<file path="src/rtl/q_isa_pkg.sv">
// Shared ISA definitions for the quantum control processor decode path:
// opcodes, control-word field encodings and the control word layout.
package q_isa_pkg;

   localparam logic [6:0] OP_CMP    = 7'h01;
   localparam logic [6:0] OP_BR     = 7'h02;
   localparam logic [6:0] OP_JUMP   = 7'h03;
   localparam logic [6:0] OP_LD     = 7'h04;
   localparam logic [6:0] OP_ST     = 7'h05;
   localparam logic [6:0] OP_LDI    = 7'h06;
   localparam logic [6:0] OP_LDUI   = 7'h07;
   localparam logic [6:0] OP_AND    = 7'h08;
   localparam logic [6:0] OP_OR     = 7'h09;
   localparam logic [6:0] OP_XOR    = 7'h0A;
   localparam logic [6:0] OP_NOT    = 7'h0B;
   localparam logic [6:0] OP_ADD    = 7'h0C;
   localparam logic [6:0] OP_SUB    = 7'h0D;
   localparam logic [6:0] OP_FBR    = 7'h0E;
   localparam logic [6:0] OP_FMR    = 7'h0F;
   localparam logic [6:0] OP_QWAIT  = 7'h10;
   localparam logic [6:0] OP_QWAITR = 7'h11;
   localparam logic [6:0] OP_SMSO   = 7'h12;
   localparam logic [6:0] OP_SMSOL  = 7'h13;
   localparam logic [6:0] OP_SITO   = 7'h14;
   localparam logic [6:0] OP_SITOL  = 7'h15;
   localparam logic [6:0] OP_ROT_X  = 7'h18;
   localparam logic [6:0] OP_ROT_Y  = 7'h19;
   localparam logic [6:0] OP_ROT_Z  = 7'h1A;

   localparam logic REGWE_READ  = 1'b0;
   localparam logic REGWE_WRITE = 1'b1;
   localparam logic PC_8        = 1'b0;
   localparam logic PC_JUMP     = 1'b1;

   localparam logic [2:0] IMM_NOP   = 3'd0;
   localparam logic [2:0] IMM_LDI   = 3'd1;
   localparam logic [2:0] IMM_LDUI  = 3'd2;
   localparam logic [2:0] IMM_LDST  = 3'd3;
   localparam logic [2:0] IMM_JUMP  = 3'd4;
   localparam logic [2:0] IMM_BR    = 3'd5;
   localparam logic [2:0] IMM_QWAIT = 3'd6;

   localparam logic [3:0] ALU_ADD = 4'd0;
   localparam logic [3:0] ALU_SUB = 4'd1;
   localparam logic [3:0] ALU_AND = 4'd2;
   localparam logic [3:0] ALU_OR  = 4'd3;
   localparam logic [3:0] ALU_XOR = 4'd4;
   localparam logic [3:0] ALU_NOT = 4'd5;

   localparam logic [2:0] REGSRC_ALU  = 3'd0;
   localparam logic [2:0] REGSRC_MEM  = 3'd1;
   localparam logic [2:0] REGSRC_IMM  = 3'd2;
   localparam logic [2:0] REGSRC_FLAG = 3'd3;
   localparam logic [2:0] REGSRC_MEAS = 3'd4;

   localparam logic [1:0] QRW_NONE  = 2'b00;
   localparam logic [1:0] QRW_ROT   = 2'b01;
   localparam logic [1:0] QRW_SMASK = 2'b10;
   localparam logic [1:0] QRW_TMASK = 2'b11;

   typedef struct packed {
      logic [3:0] alu_op;
      logic       reg_write;
      logic       mem_write;
      logic       branch;
      logic       q_time_write;
      logic       q_time_sel;
      logic       q_vliw;
      logic       q_slm;
      logic       q_rot;
      logic [1:0] q_reg_write;
      logic [2:0] reg_sel;
      logic [2:0] imm_sel;
      logic       time_reg_en;
      logic       sel_mux_b;
      logic       is_payload;
   } ctrl_word_t;

   localparam ctrl_word_t INACTIVE_CTRL = '{
      alu_op:       ALU_ADD,
      reg_write:    REGWE_READ,
      mem_write:    1'b0,
      branch:       PC_8,
      q_time_write: 1'b0,
      q_time_sel:   1'b0,
      q_vliw:       1'b0,
      q_slm:        1'b0,
      q_rot:        1'b0,
      q_reg_write:  QRW_NONE,
      reg_sel:      REGSRC_ALU,
      imm_sel:      IMM_NOP,
      time_reg_en:  1'b0,
      sel_mux_b:    1'b0,
      is_payload:   1'b0
   };

   function automatic logic isVliwLead(input logic [6:0] op);
      return (op == OP_SMSOL) || (op == OP_SITOL);
   endfunction

endpackage

</file>
<file path="src/rtl/q_flag_scoreboard.sv">
// Pending-flag scoreboard: a CMP marks its flag in flight until execute resolves it.
module q_flag_scoreboard
#(
   parameter int NUM_FLAGS = 16,
   parameter int FLAG_AW   = $clog2(NUM_FLAGS)
) (
   input  logic               clk,
   input  logic               rst_n,
   input  logic               set_en_i,
   input  logic [FLAG_AW-1:0] set_addr_i,
   input  logic               clr_en_i,
   input  logic [FLAG_AW-1:0] clr_addr_i,
   input  logic [FLAG_AW-1:0] lookup_addr_i,
   output logic               pending_o
);

   logic [NUM_FLAGS-1:0] pending_q, pending_d;

   // Set is applied after clear so a same-index collision leaves the flag pending.
   always_comb begin
      pending_d = pending_q;
      if (clr_en_i) pending_d[clr_addr_i] = 1'b0;
      if (set_en_i) pending_d[set_addr_i] = 1'b1;
   end

   always_ff @(posedge clk or negedge rst_n) begin
      if (!rst_n) pending_q <= '0;
      else        pending_q <= pending_d;
   end

   assign pending_o = pending_q[lookup_addr_i];

endmodule

</file>
<file path="src/rtl/q_decode_stage.sv">
// Registered decode stage with flag scoreboard and VLIW payload counting.
// Optional macro QROT_EN enables decoding of ROT_X/Y/Z as quantum rotations.
module q_decode_stage
   import q_isa_pkg::*;
#(
   parameter int NUM_FLAGS     = 16,
   parameter int FLAG_AW       = $clog2(NUM_FLAGS),
   parameter int PAYLOAD_WORDS = 2
) (
   input  logic                 clk,
   input  logic                 rst_n,
   input  logic                 in_valid,
   output logic                 in_ready,
   input  logic [6:0]           in_opcode,
   input  logic                 in_q_inst_sign,
   input  logic [FLAG_AW-1:0]   in_flag_addr,
   input  logic [NUM_FLAGS-1:0] comp_flag,
   input  logic                 flag_wr_en,
   input  logic [FLAG_AW-1:0]   flag_wr_addr,
   input  logic                 flush,
   output logic                 out_valid,
   input  logic                 out_ready,
   output ctrl_word_t           out_ctrl,
   output logic                 sign_err
);

   localparam int PCNT_W = $clog2(PAYLOAD_WORDS + 1);

   logic              out_valid_q, out_valid_d;
   ctrl_word_t        out_ctrl_q, out_ctrl_d;
   logic [PCNT_W-1:0] pcnt_q, pcnt_d;
   logic              sign_err_q, sign_err_d;

   logic       in_payload;
   logic       flag_pending;
   logic       stall;
   logic       accept;
   logic       cmp_issue;
   ctrl_word_t dec_ctrl;

   assign in_payload = (pcnt_q != '0);
   assign stall      = in_valid && !in_payload && (in_opcode == OP_BR) && flag_pending;
   assign in_ready   = (!out_valid_q || out_ready) && !stall && !flush;
   assign accept     = in_valid && in_ready;
   assign cmp_issue  = accept && !in_payload && (in_opcode == OP_CMP);

   q_flag_scoreboard #(
      .NUM_FLAGS (NUM_FLAGS),
      .FLAG_AW   (FLAG_AW)
   ) u_scoreboard (
      .clk           (clk),
      .rst_n         (rst_n),
      .set_en_i      (cmp_issue),
      .set_addr_i    (in_flag_addr),
      .clr_en_i      (flag_wr_en),
      .clr_addr_i    (flag_wr_addr),
      .lookup_addr_i (in_flag_addr),
      .pending_o     (flag_pending)
   );

   // Payload words bypass decoding entirely and only carry the payload marker.
   always_comb begin
      dec_ctrl = INACTIVE_CTRL;
      if (in_payload) begin
         dec_ctrl.is_payload = 1'b1;
      end else begin
         case (in_opcode)
            OP_CMP:  dec_ctrl.alu_op = ALU_SUB;
            OP_BR: begin
               dec_ctrl.branch  = comp_flag[in_flag_addr] ? PC_JUMP : PC_8;
               dec_ctrl.imm_sel = IMM_BR;
            end
            OP_JUMP: begin
               dec_ctrl.branch  = PC_JUMP;
               dec_ctrl.imm_sel = IMM_JUMP;
            end
            OP_LD: begin
               dec_ctrl.reg_write = REGWE_WRITE;
               dec_ctrl.imm_sel   = IMM_LDST;
               dec_ctrl.sel_mux_b = 1'b1;
               dec_ctrl.reg_sel   = REGSRC_MEM;
            end
            OP_ST: begin
               dec_ctrl.mem_write = 1'b1;
               dec_ctrl.imm_sel   = IMM_LDST;
               dec_ctrl.sel_mux_b = 1'b1;
            end
            OP_LDI, OP_LDUI: begin
               dec_ctrl.reg_write = REGWE_WRITE;
               dec_ctrl.imm_sel   = (in_opcode == OP_LDI) ? IMM_LDI : IMM_LDUI;
               dec_ctrl.sel_mux_b = 1'b1;
               dec_ctrl.reg_sel   = REGSRC_IMM;
            end
            OP_AND: begin dec_ctrl.reg_write = REGWE_WRITE; dec_ctrl.alu_op = ALU_AND; end
            OP_OR:  begin dec_ctrl.reg_write = REGWE_WRITE; dec_ctrl.alu_op = ALU_OR;  end
            OP_XOR: begin dec_ctrl.reg_write = REGWE_WRITE; dec_ctrl.alu_op = ALU_XOR; end
            OP_NOT: begin dec_ctrl.reg_write = REGWE_WRITE; dec_ctrl.alu_op = ALU_NOT; end
            OP_ADD: begin dec_ctrl.reg_write = REGWE_WRITE; dec_ctrl.alu_op = ALU_ADD; end
            OP_SUB: begin dec_ctrl.reg_write = REGWE_WRITE; dec_ctrl.alu_op = ALU_SUB; end
            OP_FBR: begin dec_ctrl.reg_write = REGWE_WRITE; dec_ctrl.reg_sel = REGSRC_FLAG; end
            OP_FMR: begin dec_ctrl.reg_write = REGWE_WRITE; dec_ctrl.reg_sel = REGSRC_MEAS; end
            OP_QWAIT: begin
               dec_ctrl.q_time_write = 1'b1;
               dec_ctrl.imm_sel      = IMM_QWAIT;
            end
            OP_QWAITR: begin
               dec_ctrl.q_time_write = 1'b1;
               dec_ctrl.q_time_sel   = 1'b1;
               dec_ctrl.time_reg_en  = 1'b1;
            end
            OP_SMSO, OP_SMSOL: begin
               dec_ctrl.q_reg_write = QRW_SMASK;
               dec_ctrl.q_slm       = 1'b1;
               dec_ctrl.q_vliw      = (in_opcode == OP_SMSOL);
            end
            OP_SITO, OP_SITOL: begin
               dec_ctrl.q_reg_write = QRW_TMASK;
               dec_ctrl.q_vliw      = (in_opcode == OP_SITOL);
            end
`ifdef QROT_EN
            OP_ROT_X, OP_ROT_Y, OP_ROT_Z: begin
               dec_ctrl.q_reg_write = QRW_ROT;
               dec_ctrl.q_rot       = 1'b1;
            end
`endif
            default: ;
         endcase
      end
   end

   // Flush and accept never coincide because flush forces in_ready low.
   always_comb begin
      out_valid_d = out_valid_q;
      out_ctrl_d  = out_ctrl_q;
      pcnt_d      = pcnt_q;
      sign_err_d  = 1'b0;
      if (flush) begin
         out_valid_d = 1'b0;
         pcnt_d      = '0;
      end else if (accept) begin
         out_valid_d = 1'b1;
         out_ctrl_d  = dec_ctrl;
         sign_err_d  = (in_q_inst_sign != in_payload);
         if (in_payload)                pcnt_d = pcnt_q - PCNT_W'(1);
         else if (isVliwLead(in_opcode)) pcnt_d = PCNT_W'(PAYLOAD_WORDS);
      end else if (out_ready) begin
         out_valid_d = 1'b0;
      end
   end

   always_ff @(posedge clk or negedge rst_n) begin
      if (!rst_n) begin
         out_valid_q <= 1'b0;
         out_ctrl_q  <= INACTIVE_CTRL;
         pcnt_q      <= '0;
         sign_err_q  <= 1'b0;
      end else begin
         out_valid_q <= out_valid_d;
         out_ctrl_q  <= out_ctrl_d;
         pcnt_q      <= pcnt_d;
         sign_err_q  <= sign_err_d;
      end
   end

   assign out_valid = out_valid_q;
   assign out_ctrl  = out_ctrl_q;
   assign sign_err  = sign_err_q;

endmodule

</file>
<file path="config.mk">
export PLATFORM = sky130hd
export DESIGN_NAME = q_decode_stage
export DESIGN_NICKNAME = d
export VERILOG_FILES = /design/src/rtl/q_isa_pkg.sv /design/src/rtl/q_flag_scoreboard.sv /design/src/rtl/q_decode_stage.sv
export SDC_FILE = /design/constraint.sdc
export NUM_CORES = 1
export LEC_CHECK = 0
export BUFFER_PORTS_ARGS = -buffer_cell sky130_fd_sc_hd__buf_2
export CORE_MARGIN = 4
export CORE_UTILIZATION = 50
export DETAILED_ROUTE_END_ITERATION = 10
export PLACE_DENSITY = 0.8
export SETUP_SLACK_MARGIN = 0.05
export SYNTH_ARGS = -nofsm -noshare
export SYNTH_HDL_FRONTEND = slang
export SYNTH_SLANG_ARGS = --single-unit
</file>
<file path="constraint.sdc">
create_clock -name clk -period 4.47 [get_ports clk]
set_clock_uncertainty 0.15 [all_clocks]
set_input_delay 0.894 -clock clk [delete_from_list [all_inputs] [get_ports clk]]
set_output_delay 0.894 -clock clk [all_outputs]
set_load 0.02 [all_outputs]
</file>
==> metrics.md <==
| Metric | Value |
|---|---|
| Most common cell after layout, fill and taps aside | buf_2 |
| Drt first pass iters | 4 |
| Power per Cell Area | 269.7 mW/mm^2 |
| Crit path top cell by count | buf_2 |
| Vias per Instance | 5.864 |
| Total GRT Usage | 0.1987 |
| Final setup TNS | 0 ns |
| First-pass GRT wire length | 9425 um |
| Routed WL | 5609 um |
| Std-Cell Rows | 24 |
| Initial drt markers | 252 |
| Top-area cell type share of the netlist area | 0.4184 |
| Yosys warns | 0 |
| Total grt overflow | 0 |
| Number of setup buffers added after CTS | 0 |
| Tcrit/Tclk final | 0.7923 |
| CP max-delay cell | or4_4 |
| GP Congestion | 0.9250 |
| Crit-path cells | buf_2 > or4_4 > nor3_2 > nand3_1 > o21ai_2 > buf_4 > inv_1 > buf_2 |
| Max-slew violations | 0 |
| Final Net Count | 311 |
| Most frequent cells in the layout | buf_2, dfrtp_1, o21ai_0 |
| Leak Pwr | 1.354 nW |
| Register bit count reported by yosys | 40 |
| P&R area growth vs syn | 15.12% |
| Critical Path RT | 3.43 ns |
| Synth Instances | 216 |
| Io pins | 64 |
| # port buffers | 61 |
| Async SR Flop Fraction | 1.000 |
| Slowest stage delay, CP | 0.57 ns |
| CP startpoint kind | input pin |
| Crit Path Category | input pin to output port |
| Hold crit path type | register to register |
| Area leader, netlist | dfrtp_1 |
| Die Width | 77.17 um |
| Post-CTS sizing | 0 |
| DR vias | 1900 |
| Slew of the pin with the lowest slew margin | 0.8664 ns |
| Clk slew on worst S/H paths | 0.08 ns |
| Max Clk Rate | 0.2824 GHz |
| Largest net degree at the start of global routing | 41 |
| Fin crit period | 3.541 ns |
| Initial antenna violation count | 0 |
| Slew Limit Headroom | 0.4224 |
| Mean routed wirelength per cell | 17.31 um |
| Top_reg_cell synth | dfrtp_1 |
| CP Data Arrival Time | 2.50 ns |
| CTS tree | yes |
| Synth top area cells | dfrtp_1, mux2_4, mux4_2, o41ai_1, o21ai_0 |
| CTS Hold Bufs | 0 |
| Worst-Skew Late Latency | 0.30 ns |
| Remaining DRCs | 0 |
| Number of H-tree levels | 2 |
| Final instance area | 0.002754 mm^2 |
| Detailed Place HPWL | 4239 um |
| CTS root buffer | clkbuf_8 |
| Vias in the first global route | 1939 |
| Worst vdd ir | 0.0001442 V |
| Hold Slack | 0.3615 ns |
| Hold Violations, Final | 0 |
| Outcome | complete, no violations |
| Total of max-cap violations | 0 |
| WP buf/inv | 4 |
| Critical Path End Type | output port |
| CTS Buf Count | 5 |
| Max Root-Sink Buffers | 2 |
| Worst-path maximum fanout | 17 |
| Die ar. | 0.005955 mm^2 |
| Avg Inst Size Synth | 11.08 um^2 |
| Final setup viols | 0 |
| Number of diodes | 0 |
| Die height | 77.17 um |
| Sequential area share after synthesis | 0.4184 |
| Starting Density | 0.5311 |
| Synth Cell Area | 0.002392 mm^2 |
| Layout cells sized above 1 | 0.3934 |
| Core Footprint | 0.004504 mm^2 |
| Yosys cell types | 47 |
| EDFF count, synth | 0 |
| RSZ-0062 raised after global routing | false |
| Placed Instance Area | 0.002660 mm^2 |
| Sink Count | 40 |
| Cell family with most CP delay | simple AND/OR/NAND/NOR gates |
| Post-DRT Antenna Nets | 0 |
sequential cells by signal (all words and copies together) (netlist names):
register,cells
out_ctrl,20
out_valid,1
pcnt_q,2
u_scoreboard.pending_q,16
sign_err,1
Yosys cell counts, types with 2 or more instances:
master	number
dfrtp_1	40
o21ai_0	18
mux2_4	15
nand2_1	15
o41ai_1	15
inv_1	13
nor2_1	9
mux2_2	7
nand2b_1	7
mux4_2	6
clkbuf_1	5
nand3_1	5
buf_4	4
buf_6	4
mux2i_1	4
nor3_1	4
a21oi_1	3
and3_1	3
a211oi_1	2
ha_1	2
nand3b_1	2
nand4_1	2
nor3b_1	2
nor4b_1	2
o221ai_1	2
o22ai_1	2
or2_2	2
xor2_1	2
worst paths after layout:
check / from / cells past startpoint / slack [ns] / endpoint
setup / recovery: in_opcode[2] / 8 / 0.93 / in_ready
hold / removal: out_ctrl[20]$_DFFE_PN0P_ / 1 / 0.36 / out_ctrl[20]$_DFFE_PN0P_
setup reg to reg: pcnt_q[0]$_DFFE_PN0P_ / 6 / 2.00 / u_scoreboard.pending_q[1]$_DFF_PN0_
hold reg to reg: out_ctrl[20]$_DFFE_PN0P_ / 1 / 0.36 / out_ctrl[20]$_DFFE_PN0P_
max in group asynchronous: rst_n / 1 / 3.06 / u_scoreboard.pending_q[2]$_DFF_PN0_
min in group asynchronous: rst_n / 1 / 0.56 / u_scoreboard.pending_q[15]$_DFF_PN0_
worst register-to-register path, delay by kind of cell, from the launching register on:
kind            cells  cell delay, ns
simple gates        2            0.69
flops               1            0.37
fa+ha+maj           1            0.39
buf+inv             2            0.23
compound gates      1            0.52
layer usage:
metal,share of wire,global-route usage
met1,0.46,0.2805
met3,0.057,0.04333
met5,0,0
met4,0.015,0.06584
met2,0.47,0.3022
power breakdown:
part	internal (mW)	total, mW	switching [mW]	leakage, nW
clock network	0.125	0.254	0.128	0.0445
registers	0.368	0.371	0.00344	0.556
logic	0.0467	0.118	0.0710	0.754
total	0.540	0.743	0.203	1.35
area by class of cell:
| type | instances | area [um^2] |
|---|---|---|
| fillers | 364 | 1750 |
| multi-input cells | 149 | 1232 |
| flip-flops and latches | 40 | 1001 |
| repair buffers | 62 | 312.8 |
| clock buffers | 7 | 86.33 |
| well taps | 52 | 65.06 |
| inverters | 13 | 48.80 |
| clock inverters | 1 | 7.507 |
kinds of logic (layout without fill, tap and decap cells):
| kind of cell | count (synthesis) | count (layout) | share of synthesized area |
|---|---|---|---|
| compound gates | 48 | 48 | 0.1454 |
| buf+inv | 28 | 83 | 0.06799 |
| flops | 40 | 40 | 0.4184 |
| fa+ha+maj | 3 | 3 | 0.01464 |
| xor+xnor | 3 | 3 | 0.01099 |
| simple gates | 61 | 61 | 0.1407 |
| other cells | 1 | 2 | 0.001568 |
| mux | 32 | 32 | 0.2003 |
metrics by stage:
| stage | utilization | setup WS [ns] | instances | total power, mW |
|---|---|---|---|---|
| finish | 0.6114 | 0.9286 | 324 | 0.7427 |
| CTS | 0.6114 | 0.9307 | 324 | 0.7467 |
| global route | 0.6114 | 0.8029 | 324 | 0.7805 |
| floorplan | - | 1.186 | 217 | 0.4558 |
| detailed placement | 0.5906 | 0.9388 | 316 | 0.4959 |
| global placement | 0.5906 | 0.9848 | 316 | 0.4930 |
Power figures use the tool's default switching activity.
